--- src/rtl/coinc_histogrammer_pkg.sv ---
// Shared types and default sizes for the coincidence histogrammer.
// Saturating counters are selected by defining HIST_SATURATE_EN.
package hist_pkg;

    localparam int NBINS_DEF = 32;
    localparam int CNT_W_DEF = 32;
    localparam int IDX_W     = 5;

    typedef logic [CNT_W_DEF-1:0] hist_cnt_t;
    typedef logic [IDX_W-1:0]     hist_idx_t;

endpackage

--- src/rtl/coinc_histogrammer_edge_counter.sv ---
// Rising-edge counter for one firing output: edge detect, one pipeline stage,
// clear/reset handling and, with HIST_SATURATE_EN, saturation reporting.
module edge_counter
    import hist_pkg::*;
#(
    parameter int CNT_W = CNT_W_DEF
)
(
    input  logic             clk,
    input  logic             reset_n,
    input  logic             i_sig,
    input  logic             i_clear,
    output logic [CNT_W-1:0] o_cnt
`ifdef HIST_SATURATE_EN
    ,
    output logic             o_sat_hit
`endif
);

    logic             r_sig_d;
    logic             r_s1_edge;
    logic [CNT_W-1:0] r_cnt;

    always_ff @(posedge clk or negedge reset_n) begin
        if (!reset_n) begin
            r_sig_d   <= 1'b0;
            r_s1_edge <= 1'b0;
            r_cnt     <= '0;
        end else begin
            r_sig_d   <= i_sig;
            r_s1_edge <= i_sig & ~r_sig_d;
            // Clear wins over an increment landing on the same edge.
            if (i_clear) begin
                r_cnt <= '0;
            end else if (r_s1_edge) begin
`ifdef HIST_SATURATE_EN
                if (r_cnt != '1) begin
                    r_cnt <= r_cnt + CNT_W'(1);
                end
`else
                r_cnt <= r_cnt + CNT_W'(1);
`endif
            end
        end
    end

    assign o_cnt = r_cnt;

`ifdef HIST_SATURATE_EN
    assign o_sat_hit = r_s1_edge & (&r_cnt) & ~i_clear;
`endif

endmodule

--- src/rtl/coinc_histogrammer.sv ---
// Coincidence-pattern histogram (NBINS bins) plus two fire edge counters.
// Define HIST_SATURATE_EN for saturating counters and a sticky overflow flag.
module coinc_histogrammer
    import hist_pkg::*;
#(
    parameter int NBINS = NBINS_DEF,
    parameter int CNT_W = CNT_W_DEF
)
(
    input  logic                        clk,
    input  logic                        reset_n,
    input  logic                        hit_valid,
    input  hist_idx_t                   hit_pattern,
    input  logic [1:0]                  fire,
    input  logic                        resethist,
    output logic [NBINS-1:0][CNT_W-1:0] h,
    output logic [1:0][CNT_W-1:0]       h_out,
    output logic                        overflow
);

    logic                        r_s1_valid;
    hist_idx_t                   r_s1_idx;
    logic [NBINS-1:0][CNT_W-1:0] r_h;
    logic [NBINS-1:0]            w_bin_we;

    always_ff @(posedge clk or negedge reset_n) begin
        if (!reset_n) begin
            r_s1_valid <= 1'b0;
            r_s1_idx   <= '0;
        end else begin
            r_s1_valid <= hit_valid;
            r_s1_idx   <= hit_pattern;
        end
    end

    always_comb begin
        w_bin_we = '0;
        for (int i = 0; i < NBINS; i++) begin
            w_bin_we[i] = r_s1_valid && (r_s1_idx == IDX_W'(i));
        end
    end

    always_ff @(posedge clk or negedge reset_n) begin
        if (!reset_n) begin
            r_h <= '0;
        end else if (resethist) begin
            r_h <= '0;
        end else begin
            for (int i = 0; i < NBINS; i++) begin
                if (w_bin_we[i]) begin
`ifdef HIST_SATURATE_EN
                    if (r_h[i] != '1) begin
                        r_h[i] <= r_h[i] + CNT_W'(1);
                    end
`else
                    r_h[i] <= r_h[i] + CNT_W'(1);
`endif
                end
            end
        end
    end

    assign h = r_h;

`ifdef HIST_SATURATE_EN
    logic       w_bin_sat;
    logic [1:0] w_fire_sat;
    logic       r_overflow;

    edge_counter #(.CNT_W(CNT_W)) u_fire0 (
        .clk       (clk),
        .reset_n   (reset_n),
        .i_sig     (fire[0]),
        .i_clear   (resethist),
        .o_cnt     (h_out[0]),
        .o_sat_hit (w_fire_sat[0])
    );

    edge_counter #(.CNT_W(CNT_W)) u_fire1 (
        .clk       (clk),
        .reset_n   (reset_n),
        .i_sig     (fire[1]),
        .i_clear   (resethist),
        .o_cnt     (h_out[1]),
        .o_sat_hit (w_fire_sat[1])
    );

    // An increment attempted on a full bin is what flags overflow.
    always_comb begin
        w_bin_sat = 1'b0;
        for (int i = 0; i < NBINS; i++) begin
            if (w_bin_we[i] && (&r_h[i])) begin
                w_bin_sat = 1'b1;
            end
        end
    end

    always_ff @(posedge clk or negedge reset_n) begin
        if (!reset_n) begin
            r_overflow <= 1'b0;
        end else if (resethist) begin
            r_overflow <= 1'b0;
        end else if (w_bin_sat || (|w_fire_sat)) begin
            r_overflow <= 1'b1;
        end
    end

    assign overflow = r_overflow;
`else
    edge_counter #(.CNT_W(CNT_W)) u_fire0 (
        .clk     (clk),
        .reset_n (reset_n),
        .i_sig   (fire[0]),
        .i_clear (resethist),
        .o_cnt   (h_out[0])
    );

    edge_counter #(.CNT_W(CNT_W)) u_fire1 (
        .clk     (clk),
        .reset_n (reset_n),
        .i_sig   (fire[1]),
        .i_clear (resethist),
        .o_cnt   (h_out[1])
    );

    assign overflow = 1'b0;
`endif

endmodule
--- config.mk ---
export PLATFORM = sky130hd
export DESIGN_NAME = coinc_histogrammer
export DESIGN_NICKNAME = d
export VERILOG_FILES = /design/src/rtl/coinc_histogrammer_pkg.sv /design/src/rtl/coinc_histogrammer_edge_counter.sv /design/src/rtl/coinc_histogrammer.sv
export SDC_FILE = /design/constraint.sdc
export NUM_CORES = 2
export LEC_CHECK = 0
export CORE_AREA = 2 2 429 431
export DETAILED_ROUTE_END_ITERATION = 7
export DIE_AREA = 0 0 431 433
export PLACE_DENSITY = 0.58
export SKIP_CTS_REPAIR_TIMING = 1
export SYNTH_ARGS = -nofsm -noshare
export SYNTH_HDL_FRONTEND = slang
export SYNTH_SLANG_ARGS = --single-unit
--- constraint.sdc ---
create_clock -name clk -period 2.4 [get_ports clk]
set_clock_uncertainty 0.2 [all_clocks]
set_input_delay 0.36 -clock clk [delete_from_list [all_inputs] [get_ports clk]]
set_output_delay 0.36 -clock clk [all_outputs]
set_load 0.02 [all_outputs]
Word-level counts from Yosys, hierarchy flattened
Cells that the tools add are included.
Operators by class
  order comparisons: 0
  reduce and logical (&&, ||, !) cells: 67
  divide/modulo/power cells: 0
  multiply operators: 0
  muxes and demuxes: 37
  equality and inequality tests: 31
  bitwise logic cells: 4
  shifts and indexed selects: 0
  add/subtract/negate cells: 34
Operator list (count)
  $mux W32: 36
  $add A32 B1 Y32 const B: 34
  $mux W1024: 1
  $eq A5 B5 Y1 const B: 16
  $reduce_bool A2 Y1: 34
  $eq A5 B4 Y1 const B: 8
  $logic_and A1 B1 Y1: 32
  $eq A5 B3 Y1 const B: 4
  $eq A5 B2 Y1 const B: 2
  $eq A5 B1 Y1 const B: 1
  $logic_not A5 Y1: 1
  $and A1 B1 Y1: 2
  $not A1 Y1: 2
Storage, ports and cells
  latch bits: 0
  RAM bits: 0
  register bits: 1098
  bits in read-only memories: 0
  memories kept: 0

Logic depth before layout (Yosys ltp)
  word-level depth: 4
  gate-level depth with buffers: 8
  gate-level depth less buffers: 6

Hierarchy
Synthesis repeated with hierarchy kept, for this count alone.
Unflattened totals
  cells, all modules: 6068
  area total of the unflattened synthesis: 56302.7 um^2
Modules (own cells, without submodules)
  coinc_histogrammer: cells an instance 5710, area an instance 52761.9 um^2, seq. area each 25774.7 um^2, times used 1
  edge_counter: cells an instance 179, area an instance 1770.4 um^2, seq. area each 850.8 um^2, times used 2

Worst setup path after synthesis
No wires, ideal clock.
  path type: register -> register
  from: register r_h, in the netlist h[14]
  to: register r_h, in the netlist h[31]
  setup slack: -0.211 ns
  data arrival time: 2.333 ns
  path buffers: 1
  clock period less this slack: 2.611 ns
  required time: 2.122 ns
  stages on the path, launching flop included: 7
  setup time: 0.078 ns
  path through: dfrtp_1 nand4_1 or4_1 or4_1 clkbuf_1 or3_1 a21oi_1
On the way
  longest elaborated chain between the ends: 3
RTL lines
  start: declaration: line coinc_histogrammer.sv:23  | logic [NBINS-1:0][CNT_W-1:0] r_h;
  start signal: indexed assignment: line coinc_histogrammer.sv:56  | r_h[i] <= r_h[i] + CNT_W'(1);
  $add A32 B1 Y32: line coinc_histogrammer.sv:56
  $mux W32: line coinc_histogrammer.sv:50  | if (w_bin_we[i]) begin
  $mux W1024: line coinc_histogrammer.sv:46  | end else if (resethist) begin
No other way between the ends. The select of a mux whose other input is x is not followed.
A chain may end at the register's enable or synchronous reset.

Worst setup path in the final report
  from: register r_s1_idx[3]
  to: register r_h, in the netlist h[607]
On the way
  longest elaborated chain between the ends: 3
RTL lines
  start: declaration: line coinc_histogrammer.sv:22  | hist_idx_t r_s1_idx;
  start signal: assignment: line coinc_histogrammer.sv:32  | r_s1_idx <= hit_pattern;
  $eq A5 B5 Y1: line coinc_histogrammer.sv:39  | w_bin_we[i] = r_s1_valid && (r_s1_idx == IDX_W'(i));
  $logic_and A1 B1 Y1: line coinc_histogrammer.sv:39
  $reduce_bool A2 Y1 (no source line)
No other way between the ends.

==> impl_results.md <==
- Mean routed wirelength per cell: 23.4 um
- Area leader, netlist: dfrtp_1
- Placed wire-length estimate: 178000 um
- Later-pin clock latency in the skew report: 0.80 ns
- Bufs on Longest Clock Path: 3
- Final nets: 7799
- DR vias/cell: 5.31
- Detailed Routing Iterations Pass 1: 6
- Setup WS post-layout: -0.279 ns
- Main flop type after synthesis: dfrtp_1
- CP Depth: 7
- R2R Path End: h[607]
- Maximum VDD drop: 0.000531 V
- Core footprint: 182000 um2
- Port-buffer cells: 1098
- Post-synthesis cell type count: 59
- Slew HR: 32.2%
- Die area: 187000 um2
- Unrepaired setup endpoints after global routing: yes
- Final setup viols: 158
- R2r worst-path depth: 7
- Gr usage total: 24.1%
- Element type at the critical path end: flip-flop
- Least-Margin Pin Slew: 1.01 ns
- CP max FO: 4
- Critical Path RT: 2.90 ns
- Run status: finished, violations left
- Final Hold Vio Count: 0
- EDFF count, synth: 0
- Vias: 54400
- RR Startpoint: r_s1_idx[3]
- Most used cell, CP: or4_4
- First-pass GRT wire length: 343000 um
- Violated checks: negative setup slack
- Crit path kind: reg2reg
- Worst path cell trace: buf_6 -> and4bb_4 -> buf_12 -> nand4_1 -> or4_4 -> or4_4 -> a21oi_2
- Syn nets: 6058
- Post-route ant nets: 0
- Io pins: 1100
- Layout area overhead: 55.3%
- Post-route setup TNS: -10.85 ns
- Number of global-route vias before repair: 51700
- # DRC: 0
- Synth top cells by count: dfrtp_1, nor2_1, xnor2_1
- Crit path to: h[607]
- Pwr/cell area: 478 nW/um2
- CP Launch Type: flip-flop
- Min-Delay Path Class: in2async
- Pwr Total: 41.5 mW
- Max Cap Violations: 0
- Post-Route WL: 240000 um
- Fmax: 373 MHz
- Final period util: 112%
- Cell count after synthesis: 6013
- Initial antenna violation count: 7
- Seq/Total Area, Yosys: 49.2%
- Die H: 433 um
- Gpl congestion: 0.944
- Critical path buffers and inverters: 2
- Clock-pin slew on the worst setup and hold paths: 0.06 ns
- Clock tree sinks: 1098
- Crit. Startpoint: r_s1_idx[3]
- Horiz. Die Dim: 431 um
- Most common cell in the synthesized netlist: dfrtp_1
- CTS tree: built
- Max incr delay on CP: 0.54 ns
- Slowest CP cell: or4_4
- Layout Cells excl Fill: 10200
- Post-synth ARST share: 100%
- Worst EP arrival: 3.18 ns
- Synthesized area: 55900 um2
- Row cnt: 157
- Fin. max-slew vios: 0
- Root buf cell: clkbuf_16
- Syn Area/Cell: 9.29 um2
- Crit path max-delay family: simple AND/OR/NAND/NOR gates
- Worst R2R Setup Slack: -0.28 ns
- FF+latch count, synth: 1098
- Overflow after GRT: 0
- Initial DRC count: 4118
- Synth top area cells: dfrtp_1, xnor2_1, nor2_1
- Share of the synthesized area in the top cell type: 49.2%
- Synth warn: 0
- H-tree Lvls: 4
- Inserted Clock Buffers: 134
- Largest net degree at the start of global routing: 179
- Fraction of layout cells with a size suffix above 1: 18.7%
- Initial Util: 30.7%
- Post-layout min period: 2.68 ns
- Leakage power: 53.8 nW
- Fillers: 16800
- Placed cell count: 9876
[per-stage QoR]
stage / setup WS (ns) / hold WS [ns] / util, % / cell area (um2)
2_1_floorplan: -0.0728 / -0.136 / - / 56100
3_3_place_gp: -0.414 / 0.139 / 40.9 / 74500
3_5_place_dp: -0.418 / 0.136 / 40.9 / 74500
4_1_cts: -0.458 / -0.744 / 43.4 / 79000
5_1_grt: -0.345 / 0.159 / 47.6 / 86800
6_report: -0.279 / 0.177 / 47.6 / 86800
[placed cells by master, fill, tap and decap left out, types with 39 or more instances in the layout]
cell type and count:
and3_1 129, o21ai_0 155, nor4_2 45, nor4_4 81, nor2_1 934, buf_6 87
dfrtp_1 1068, nor3_1 115, or3_1 148, inv_1 107, clkbuf_16 144, xor2_1 391
nor4_1 81, a21oi_2 60, xnor2_1 426, buf_4 579, clkbuf_1 42, and2_1 45
a21oi_1 186, nand2_1 403, dlymetal6s2s_1 1075, nor3_4 39, and4_1 116, nand3_1 323
buf_12 68, nand4_1 403
[worst reg2reg max path: stages, from the launching register on]
cell	delay (ns)
dfrtp_1	0.41
buf_6	0.14
and4bb_4	0.43
buf_12	0.14
nand4_1	0.19
or4_4	0.54
or4_4	0.43
a21oi_2	0.13
[kinds of logic (layout without fill, tap and decap cells)]
group,after synthesis,in the layout,share of synthesized area (%)
buffers and inverters,356,2197,2.43
flip-flops,1098,1098,49.2
other,1,2,0.00671
adder cells (fa/ha/maj),34,34,0.761
AO/OA/AOI/OAI,508,508,4.89
XOR/XNOR,825,825,12.9
multiplexers,16,16,0.311
AND/OR/NAND/NOR,3175,3177,29.5
[layer usage]
layer / wire [um] / share of wire (%) / global-route usage, % / vias up
met1: 98200 / 41 / 30.9 / 27300
met4: 13400 / 5.6 / 11.9 / 8
li1: - / - / - / 24800
met5: 53 / 0.022 / 0 / -
met2: 111000 / 46 / 37.6 / 1816
met3: 17100 / 7.1 / 6.13 / 475
[layout make-up]
type                    instances  area, um2  share of cell area, %
inverters                     108        407                  0.469
clock inverters                36        584                  0.674
diodes                          1       2.50                0.00288
well taps                    2385       2980                   3.44
flip-flops and latches       1098      27500                   31.7
clock buffers                 202       3900                   4.50
repair buffers               1851      20700                   23.9
multi-input cells            4561      30600                   35.3
[power breakdown]
group / total [mW] / switching (mW) / internal [mW]
clock network: 21.1 / 8.67 / 12.4
registers: 18.6 / 0.0282 / 18.5
logic: 1.85 / 1.29 / 0.561
[registers in the layout, indices dropped and copies added, names as in the netlist]
signal	count
h	1024
r_s1_idx	5
u_fire1.r_sig_d	1
u_fire1.r_s1_edge	1
r_s1_valid	1
u_fire0.o_cnt	32
u_fire1.o_cnt	32
u_fire0.r_sig_d	1
u_fire0.r_s1_edge	1
[worst min path at each step]
stage | end | cells after the start | from | slack, ns
final | h[195] | 3 | reset_n | 0.18
after global routing | h[195] | 3 | reset_n | 0.16
after CTS | h[950] | 1 | reset_n | -0.74
after detailed placement | h[263] | 1 | reset_n | 0.14
after global placement | h[263] | 1 | reset_n | 0.14
after floorplan | h[0] | 0 | reset_n | -0.14
Note: power is estimated with default switching activity, not from simulation.
